File: config.mk
export PLATFORM = sky130hd
export DESIGN_NAME = seq_stream_parser
export DESIGN_NICKNAME = d
export VERILOG_FILES = /design/src/rtl/seq_stream_parser.sv
export SDC_FILE = /design/constraint.sdc
export NUM_CORES = 2
export LEC_CHECK = 0
export BUFFER_PORTS_ARGS = -buffer_cell sky130_fd_sc_hd__buf_4
export CORE_MARGIN = 1.5
export CORE_UTILIZATION = 35
export DETAILED_ROUTE_END_ITERATION = 7
export PLACE_DENSITY_LB_ADDON = 0.12
export SYNTH_ARGS = -nofsm -noshare
export SYNTH_HDL_FRONTEND = slang
export SYNTH_SLANG_ARGS = --single-unit
File: constraint.sdc
create_clock -name clk -period 6.9 [get_ports clk]
set_input_delay 2.07 -clock clk [delete_from_list [all_inputs] [get_ports clk]]
set_output_delay 2.07 -clock clk [all_outputs]
set_load 0.03 [all_outputs]
File: src/rtl/seq_stream_parser.sv
// seq_stream_parser: receives length-prefixed, sequence-numbered packets on a
// 32-bit stream, packs each payload into one wide word, tracks a per-slot
// sequence number and flags lost or malformed packets.
//
// Handshake: a word moves on dataIn when dataIn_val && dataIn_ready; a packet
// moves on dataOut when dataOut_val && dataOut_ready. A valid output holds all
// its fields stable until it is consumed.
module seq_stream_parser #(
    parameter int NUM_STREAMS       = 32,
    parameter int MAX_PAYLOAD_BYTES = 37,
    parameter int BCNT_W            = 16,
    localparam int OUT_W            = 8 * MAX_PAYLOAD_BYTES
) (
    input  logic              clk,
    input  logic              reset_b,
    input  logic [31:0]       dataIn,
    input  logic              dataIn_val,
    output logic              dataIn_ready,
    input  logic              dataIn_last,
    output logic [OUT_W-1:0]  dataOut,
    output logic              dataOut_val,
    input  logic              dataOut_ready,
    output logic [BCNT_W-1:0] dataOut_bytes,
    output logic [15:0]       dataOut_stream,
    output logic [31:0]       dataOut_seq,
    output logic              dataOut_err,
    output logic              packetLost,
    output logic [31:0]       lostCount,
    output logic [1:0]        dbg_state
);

    localparam int IDX_W = $clog2(NUM_STREAMS);

    typedef enum logic [1:0] {S_IDLE, S_HDR2, S_DATA, S_FULL} state_t;

    // Receive side (prepare buffer)
    state_t            state_q, state_d;
    logic [OUT_W-1:0]  pbuf_q, pbuf_d;
    logic [BCNT_W-1:0] pbytes_q, pbytes_d;
    logic [15:0]       pstream_q, pstream_d;
    logic [15:0]       rem_q, rem_d;      // payload bytes still expected per the header
    logic [31:0]       pseq_q, pseq_d;
    logic              perr_q, perr_d;

    // Output register
    logic [OUT_W-1:0]  out_data_q, out_data_d;
    logic              out_val_q, out_val_d;
    logic [BCNT_W-1:0] out_bytes_q, out_bytes_d;
    logic [15:0]       out_stream_q, out_stream_d;
    logic [31:0]       out_seq_q, out_seq_d;
    logic              out_err_q, out_err_d;
    logic              lost_q, lost_d;
    logic [31:0]       lost_cnt_q, lost_cnt_d;

    // Last sequence number seen per slot
    logic [31:0]       seq_tab_q [NUM_STREAMS];
    logic              tab_we;
    logic [IDX_W-1:0]  tab_idx;
    logic [31:0]       tab_expected;

    logic              accept;
    logic              done;
    logic              complete;
    logic              out_free;
    logic [2:0]        nvalid;
    logic [BCNT_W-1:0] nstored;
    logic [15:0]       len_w;

    assign accept = dataIn_val && (state_q != S_FULL);
    assign len_w  = dataIn[31:16];
    assign nvalid = (rem_q >= 16'd4) ? 3'd4 : rem_q[2:0];

    // Next-state logic: packet parsing, byte packing, hand-off and sequence check
    always_comb begin
        state_d      = state_q;
        pbuf_d       = pbuf_q;
        pbytes_d     = pbytes_q;
        pstream_d    = pstream_q;
        rem_d        = rem_q;
        pseq_d       = pseq_q;
        perr_d       = perr_q;
        out_data_d   = out_data_q;
        out_val_d    = out_val_q && !dataOut_ready;
        out_bytes_d  = out_bytes_q;
        out_stream_d = out_stream_q;
        out_seq_d    = out_seq_q;
        out_err_d    = out_err_q;
        lost_d       = lost_q;
        lost_cnt_d   = lost_cnt_q;
        done         = 1'b0;
        nstored      = '0;
        tab_we       = 1'b0;

        case (state_q)
            S_IDLE: begin
                if (accept) begin
                    pbuf_d    = '0;
                    pbytes_d  = '0;
                    pstream_d = dataIn[15:0];
                    pseq_d    = '0;
                    rem_d     = (len_w >= 16'd8) ? (len_w - 16'd8) : 16'd0;
                    // Header cut short, length too small, or payload beyond capacity
                    perr_d    = dataIn_last || (len_w < 16'd8) ||
                                (32'(len_w) > 32'(MAX_PAYLOAD_BYTES + 8));
                    if (dataIn_last) done = 1'b1;
                    else             state_d = S_HDR2;
                end
            end
            S_HDR2: begin
                if (accept) begin
                    pseq_d = dataIn;
                    if (rem_q == 16'd0) begin
                        // Header-only packet must end on the sequence word
                        if (dataIn_last) begin
                            done = 1'b1;
                        end else begin
                            perr_d  = 1'b1;
                            state_d = S_DATA;
                        end
                    end else if (dataIn_last) begin
                        perr_d = 1'b1;
                        done   = 1'b1;
                    end else begin
                        state_d = S_DATA;
                    end
                end
            end
            S_DATA: begin
                if (accept) begin
                    // A word arriving after the announced payload is extra
                    if (rem_q == 16'd0) perr_d = 1'b1;
                    for (int k = 0; k < 4; k++) begin
                        if ((k < int'(nvalid)) &&
                            (int'(pbytes_q) + k < MAX_PAYLOAD_BYTES)) begin
                            pbuf_d[OUT_W - 8 - 8 * (int'(pbytes_q) + k) +: 8] =
                                dataIn[31 - 8 * k -: 8];
                            nstored = nstored + BCNT_W'(1);
                        end
                    end
                    pbytes_d = pbytes_q + nstored;
                    rem_d    = rem_q - 16'(nvalid);
                    if (dataIn_last) begin
                        if (rem_q > 16'd4) perr_d = 1'b1;
                        done = 1'b1;
                    end
                end
            end
            default: ; // S_FULL: hold the complete packet
        endcase

        complete = (state_q == S_FULL) || done;
        out_free = !out_val_q || dataOut_ready;

        tab_idx      = pstream_d[IDX_W-1:0];
        tab_expected = seq_tab_q[tab_idx] + 32'd1;

        if (complete) begin
            if (out_free) begin
                out_val_d    = 1'b1;
                out_data_d   = pbuf_d;
                out_bytes_d  = pbytes_d;
                out_stream_d = pstream_d;
                out_seq_d    = pseq_d;
                out_err_d    = perr_d;
                if (perr_d) begin
                    lost_d     = 1'b0;
                    lost_cnt_d = '0;
                end else begin
                    lost_d     = (pseq_d != tab_expected);
                    lost_cnt_d = pseq_d - tab_expected;
                    tab_we     = 1'b1;
                end
                state_d = S_IDLE;
            end else begin
                state_d = S_FULL;
            end
        end
    end

    // State, buffers and sequence table; reset discards any partial packet
    always_ff @(posedge clk or negedge reset_b) begin
        if (!reset_b) begin
            state_q      <= S_IDLE;
            pbuf_q       <= '0;
            pbytes_q     <= '0;
            pstream_q    <= '0;
            rem_q        <= '0;
            pseq_q       <= '0;
            perr_q       <= 1'b0;
            out_data_q   <= '0;
            out_val_q    <= 1'b0;
            out_bytes_q  <= '0;
            out_stream_q <= '0;
            out_seq_q    <= '0;
            out_err_q    <= 1'b0;
            lost_q       <= 1'b0;
            lost_cnt_q   <= '0;
            for (int i = 0; i < NUM_STREAMS; i++) seq_tab_q[i] <= '0;
        end else begin
            state_q      <= state_d;
            pbuf_q       <= pbuf_d;
            pbytes_q     <= pbytes_d;
            pstream_q    <= pstream_d;
            rem_q        <= rem_d;
            pseq_q       <= pseq_d;
            perr_q       <= perr_d;
            out_data_q   <= out_data_d;
            out_val_q    <= out_val_d;
            out_bytes_q  <= out_bytes_d;
            out_stream_q <= out_stream_d;
            out_seq_q    <= out_seq_d;
            out_err_q    <= out_err_d;
            lost_q       <= lost_d;
            lost_cnt_q   <= lost_cnt_d;
            if (tab_we) seq_tab_q[tab_idx] <= pseq_d;
        end
    end

    assign dataIn_ready   = (state_q != S_FULL);
    assign dataOut        = out_data_q;
    assign dataOut_val    = out_val_q;
    assign dataOut_bytes  = out_bytes_q;
    assign dataOut_stream = out_stream_q;
    assign dataOut_seq    = out_seq_q;
    assign dataOut_err    = out_err_q;
    assign packetLost     = lost_q;
    assign lostCount      = lost_cnt_q;
    assign dbg_state      = state_q;

endmodule
# ---- Yosys cells after proc, flatten, opt, wreduce, memory -nomap -nowiden
# Cells that the tools add are included.
dict set report classes {
  n_addsub 19
  multipliers 0
  div_mod_pow 0
  magnitude_cmp 15
  n_eq_ne 11
  shifts 8
  mux 75
  bitwise 1
  reduce_logical 21
}
# operator n
set op_table {}
lappend op_table {{$mux W296} 12}
lappend op_table {{$bwmux W296} 4}
lappend op_table {{$shift A8 B33 Y296 const A} 4}
lappend op_table {{$shiftx A8 B33 Y296} 4}
lappend op_table {{$bwmux W1024} 1}
lappend op_table {{$pmux W296 S2} 1}
lappend op_table {{$mux W16} 18}
lappend op_table {{$mux W32} 6}
lappend op_table {{$bmux W32 S5} 1}
lappend op_table {{$demux W32 S5} 1}
lappend op_table {{$neg A21 Y33} 3}
lappend op_table {{$lt A32 B7 Y1 const B} 3}
lappend op_table {{$pmux W16 S2} 2}
lappend op_table {{$pmux W32 S2} 1}
lappend op_table {{$sub A9 B20 Y21 const A} 3}
lappend op_table {{$add A16 B1 Y16 const B} 3}
lappend op_table {{$add A16 B2 Y17 const B} 2}
lappend op_table {{$neg A20 Y33} 1}
lappend op_table {{$add A32 B1 Y32 const B} 1}
lappend op_table {{$ne A32 B32 Y1} 1}
lappend op_table {{$sub A32 B32 Y32} 1}
lappend op_table {{$sub A9 B19 Y20 const A} 1}
lappend op_table {{$mux W1} 19}
lappend op_table {{$add A16 B1 Y17 const B} 1}
lappend op_table {{other kinds (33)} 56}
dict set report word_totals {
  regBits 1798
  latchBits 0
  ram_bits 0
  rom_bits 0
  inputBits 37
  out_inout_bits 398
  word_cells 197
  n_memories 0
}

# ---- Logic depth before layout (Yosys ltp)
dict set report depth {
  word_depth 22
  depth_mapped 30
  ltp_nobuf 26
}

# ---- Worst setup path after synthesis
# Ideal clock, no wire load.
dict set report synth_path {
  path_type {input to register}
  startpoint {in dataIn_val}
  endpoint {reg lost_cnt_q[29], in the netlist lostCount[29]}
  setup_time_ps 121
  t_arrival_ps 7748
  t_required_ps 6779
  slack_ps -969
  stages 27
  path_buffers 6
  cell_sequence {or3b_1 buf_4 a21oi_4 buf_6 buf_6 buf_6 buf_4 buf_2 mux2i_1 o22ai_1 nor4_1 nand4_1 or2_2 nand3b_1 xor2_1 ha_1 a21o_1 a21o_1 a21oi_1 o21ai_0 or3_1 or3_1 nand2_1 o21bai_1 a21oi_1 xnor2_1 a22o_1}
}
dict set report synth_between {
  elab_chain_len 10
  elab_cells_between_ends 21
  classes_between {2 x add/sub; 15 x mux; 1 x bitwise; 3 x reduce/logical}
}
# item line
set synth_lines {}
lappend synth_lines {{from (decl)} 17} ;# input logic dataIn_val,
lappend synth_lines {{$logic_and A1 B1 Y1 (*)} 69} ;# assign accept = dataIn_val && (state_q != S_FULL);
lappend synth_lines {{$mux W16} 96} ;# if (accept) begin
lappend synth_lines {{$mux W16} 94} ;# case (state_q)
lappend synth_lines {{$not A5 Y6 (not written as such)} 155} ;# tab_expected = seq_tab_q[tab_idx] + 32'd1;
lappend synth_lines {{$bmux W32 S5} 155}
lappend synth_lines {{$mux W32 (not written as such) (2 in series)} 155}
lappend synth_lines {{$add A32 B1 Y32} 155}
lappend synth_lines {{$sub A32 B32 Y32} 170} ;# lost_cnt_d = pseq_d - tab_expected;
lappend synth_lines {{$mux W32} 165} ;# if (perr_d) begin
lappend synth_lines {{to (signal assigned)} 214} ;# lost_cnt_q <= lost_cnt_d;
lappend synth_lines {{to (decl)} 53} ;# logic [31:0] lost_cnt_q, lost_cnt_d;
# Mark *: on every way between the ends. The rest lies on a longest branch, timed or not. The select of a mux whose other input is x is not followed.
# A chain may end at the register's enable or synchronous reset.

# ---- Worst setup path in the final report
dict set report layout_path {
  startpoint {in dataIn_val}
  endpoint {reg lost_cnt_q[29], in the netlist lostCount[29]}
}
dict set report layout_between {
  elab_chain_len 10
  elab_cells_between_ends 21
  classes_between {2 x add/sub; 15 x mux; 1 x bitwise; 3 x reduce/logical}
}
# item line
set layout_lines {}
lappend layout_lines {{$logic_and A1 B1 Y1} 69}
lappend layout_lines {{$mux W16} 96}
lappend layout_lines {{$mux W16} 94}
lappend layout_lines {{named net pstream_d[3]} 40} ;# logic [15:0] pstream_q, pstream_d;
lappend layout_lines {{$not A5 Y6 (not written as such)} 155}
lappend layout_lines {{$bmux W32 S5} 155}
lappend layout_lines {{$mux W32 (not written as such) (2 in series)} 155}
lappend layout_lines {{$add A32 B1 Y32} 155}
lappend layout_lines {{$sub A32 B32 Y32} 170}
lappend layout_lines {{$mux W32} 165}
# The timed path passes the listed nets, and every way through them passes these cells. The select of a mux whose other input is x is not followed.

==> flow_metrics.tcl <==
set metrics [dict create \
    multi_input_area_sq_um 48900 \
    async_flop_share_pct 100 \
    ir_worst_vdd_v 0.000467 \
    seqCellArea_sq_um 45000 \
    drt_wl_total_um 543000 \
    hpwlAfterDp_um 383000 \
    cts_max_path_buffers 4 \
    worst_slack_ns -0.119 \
    required_ns 7.71 \
    final.setup.tns_ns -0.226 \
    yosysSeqAreaShare_pct 46.5 \
    max_slew_margin_pct 2.37 \
    ff2ff_path_depth 15 \
    cts_tree "yes" \
    finalSetupViolCount 2 \
    critPathArrivalTime_ns 7.83 \
    ios 435 \
    die_h_um 529 \
    yosys.area.top_type "dfrtp_1" \
    cts_buffers 212 \
    yosysTopAreaCellShare_pct 46.5 \
    hold_class "register to register" \
    dp_slack_ns -1.40 \
    synth_edf_count 0 \
    endpoint_kind "register" \
    max_stage_delay_ns 0.45 \
    wl_per_cell_um 36.1 \
    clock.fmax_mhz 142 \
    die-area_sq_um 280000 \
    viasPerCell 6.18 \
    post-route-period-util_pct 102 \
    syn_area_sq_um 96800 \
    cts-root-buf "clkbuf_16" \
    maxSlewViolCount 0 \
    grt_max_degree 145 \
    die_x_um 529 \
    drtAntennaViolNets 0 \
    fin_area_sq_um 118000 \
    fillCellCount 27115 \
    vias 92986 \
    yosysWarnings 0 \
    grt_pass1_vias 88273 \
    r2r-start "pbytes_q[1]$_DFF_PN0_" \
    utilization_pct 43.0 \
    area_growth_pct 21.9 \
    syn_inst 10418 \
    ys_types 109 \
    crit_end "lostCount[29]$_DFFE_PN0P_" \
    period_minus_slack_ns 7.02 \
    cts-hold-fix-buffers 0 \
    crit_path_top_delay_cell "or3b_4" \
    startpoint_type "input port" \
    clk_pin_slew_ns 0.06 \
    maxCapViolCount 0 \
    leakage_nw 52.6 \
    status "finished with violations" \
    clkSinkCount 1798 \
    drc 1 \
    layout-drive-gt1-share_pct 22.0 \
    grtUsageTotal_pct 37.9 \
    htree_levels 4 \
    syn_area_per_cell_sq_um 9.29 \
    grt_pass1_wl_um 742000 \
    power_density_nw_per_um2 540 \
    row_count 192 \
    reg2reg_to "dataOut[234]$_DFFE_PN0P_" \
    core_sq_um 274000 \
    cp-startpoint "dataIn_val" \
    skew_ns 0.0679 \
    fin_nets 11241 \
    min_from "seq_tab_q[1020]$_DFFE_PN0P_" \
    worstPathMaxFanout 7 \
    place_congestion 1.03 \
    dr.pass1.iters 8 \
    start_util_pct 35.3 \
    grt_overflow 0 \
    first_iter_violations 11794 \
    r2r_setup_slack_ns 0.32 \
    worst_pin_slew_ns 1.45 \
    criticalPathCategory "input port to register" \
    clock_latency_ns 0.93 \
    violations "design-rule violations, negative setup slack" \
    synth_flop_cell "dfrtp_1" \
    hold_viol 0 \
    yosys-top-cells-area "dfrtp_1 46%, mux2i_1 7.5%, nand2_1 6.7%" \
    rsz0062_at_grt "yes" \
    synth-seq-cells 1798 \
    portBuffers 434 \
    syn_nets 10507 \
    grt_antenna_before_repair 80 \
    post_dp_cell_area_sq_um 110000 \
]
==> metrics by stage <==
stage	power, mW	hold WS, ns	cells
floorplan	30.5	0.445	10418
global placement	48.9	0.457	14585
detailed placement	49.0	0.465	14585
CTS	61.4	0.479	14976
global route	64.7	0.499	15012
finish	63.7	0.475	15046
==> placed cells by master (no fill, tap or decap), types with 32 or more instances in the layout <==
cell type,n
nand2_1,1725
nand3_1,292
nor2_1,562
clkbuf_1,41
nor3_1,216
o211ai_1,70
and3_1,138
nor4_1,52
o21ai_1,50
or3_1,41
o22ai_1,101
a21oi_2,41
clkbuf_16,213
a31oi_1,148
and2_1,49
a22oi_1,62
xor2_1,47
buf_12,78
mux4_2,104
dfrtp_1,1796
a21o_1,32
o31ai_1,72
clkbuf_8,42
nand4_1,159
inv_1,106
o21ai_0,1272
a22o_1,97
a21oi_1,481
buf_4,1287
mux2_2,348
diode_2,40
mux2i_1,711
a211oi_1,61
xnor2_1,81
ha_1,50
==> metal layers <==
metal / wire length (um) / vias up / share of wire (%) / track usage, %
met1: 235000 / 47122 / 43 / 53.4
met5: 558 / - / 0.10 / 0.727
met3: 58200 / 1279 / 11 / 11.1
met4: 28300 / 34 / 5.2 / 17.3
met2: 221000 / 5615 / 41 / 52.9
li1: - / 38936 / - / -
==> logic make-up (layout without fill, tap and decap cells) <==
group	Yosys count	after routing	share of synthesized area (%)
other cells	2	42	0.00776
compound gates	2726	2726	16.5
xor+xnor	140	140	1.31
mux	1175	1175	14.0
buf+inv	986	1888	4.21
fa+ha+maj	52	52	0.688
flops	1798	1798	46.5
simple gates	3539	3539	16.8
==> critical path: cells and delay by family <==
family / cells / cell delay (ns)
xor gates and xnor gates: 2 / 0.30
buffers and inverters: 6 / 1.13
adders and majority gates: 1 / 0.33
muxes: 1 / 0.26
and+or+nand+nor: 9 / 2.57
AOI/OAI and AO/OA: 8 / 1.12
==> cells in the mapped netlist (16+ instances only) <==
cell type and number:
a211o_1 16, a211oi_1 63, a21o_1 32, a21oi_1 526, a22o_1 97, a22oi_1 67
a31oi_1 151, a32o_1 25, a32oi_1 18, and2_1 49, and3_1 143, and4_1 17
buf_1 42, buf_2 92, buf_4 35, buf_6 17, clkbuf_1 684, dfrtp_1 1798
ha_1 50, inv_1 108, mux2_2 348, mux2i_1 721, mux4_2 104, nand2_1 1733
nand2b_1 28, nand3_1 308, nand4_1 159, nor2_1 582, nor2b_1 32, nor3_1 225
nor3_2 25, nor4_1 68, o211ai_1 70, o21a_1 16, o21ai_0 1286, o21ai_1 40
o22ai_1 103, o31ai_1 72, or2_2 23, or3_1 45, or4_1 27, xnor2_1 87
xor2_1 49
==> state kept, by name, summed over array words and instances (netlist names) <==
name	cells
seq_tab_q	1024
dataOut	296
pbuf_q	296
dataOut_seq	32
lostCount	32
pseq_q	32
dataOut_bytes	16
dataOut_stream	16
pbytes_q	16
pstream_q	16
rem_q	16
dbg_state	2
dataOut_err	1
dataOut_val	1
packetLost	1
perr_q	1
==> area by class of cell <==
type	instances	share of cell area, %
multi-input cells	7634	41.4
flip-flops and latches	1798	38.1
repair buffers	1391	9.83
clock buffers	296	5.14
well taps	3686	3.91
clock inverters	86	1.07
inverters	115	0.385
diodes	40	0.0848
==> timing repair <==
item	in CTS	in global routing
pin swaps	6	49
setup buffers	7	30
gates resized for setup	24	97
endpoints found under the setup margin	15	24
gates cloned	2	0
==> report_power, final <==
group | internal (mW) | total, mW | switching [mW]
registers | 12.3 | 13.7 | 1.38
clock network | 7.14 | 12.1 | 4.98
logic | 11.8 | 37.9 | 26.1
==> worst min-delay path by stage <==
| stage | to | cells after the start |
|---|---|---|
| detailed placement | dataOut_stream[10]$_DFFE_PN0P_ | 2 |
| global route | seq_tab_q[527]$_DFFE_PN0P_ | 2 |
| finish | seq_tab_q[1020]$_DFFE_PN0P_ | 2 |
| CTS | seq_tab_q[647]$_DFFE_PN0P_ | 2 |
| global placement | seq_tab_q[92]$_DFFE_PN0P_ | 2 |
| floorplan | seq_tab_q[129]$_DFFE_PN0P_ | 2 |
Note: power is estimated with default switching activity, not from simulation.
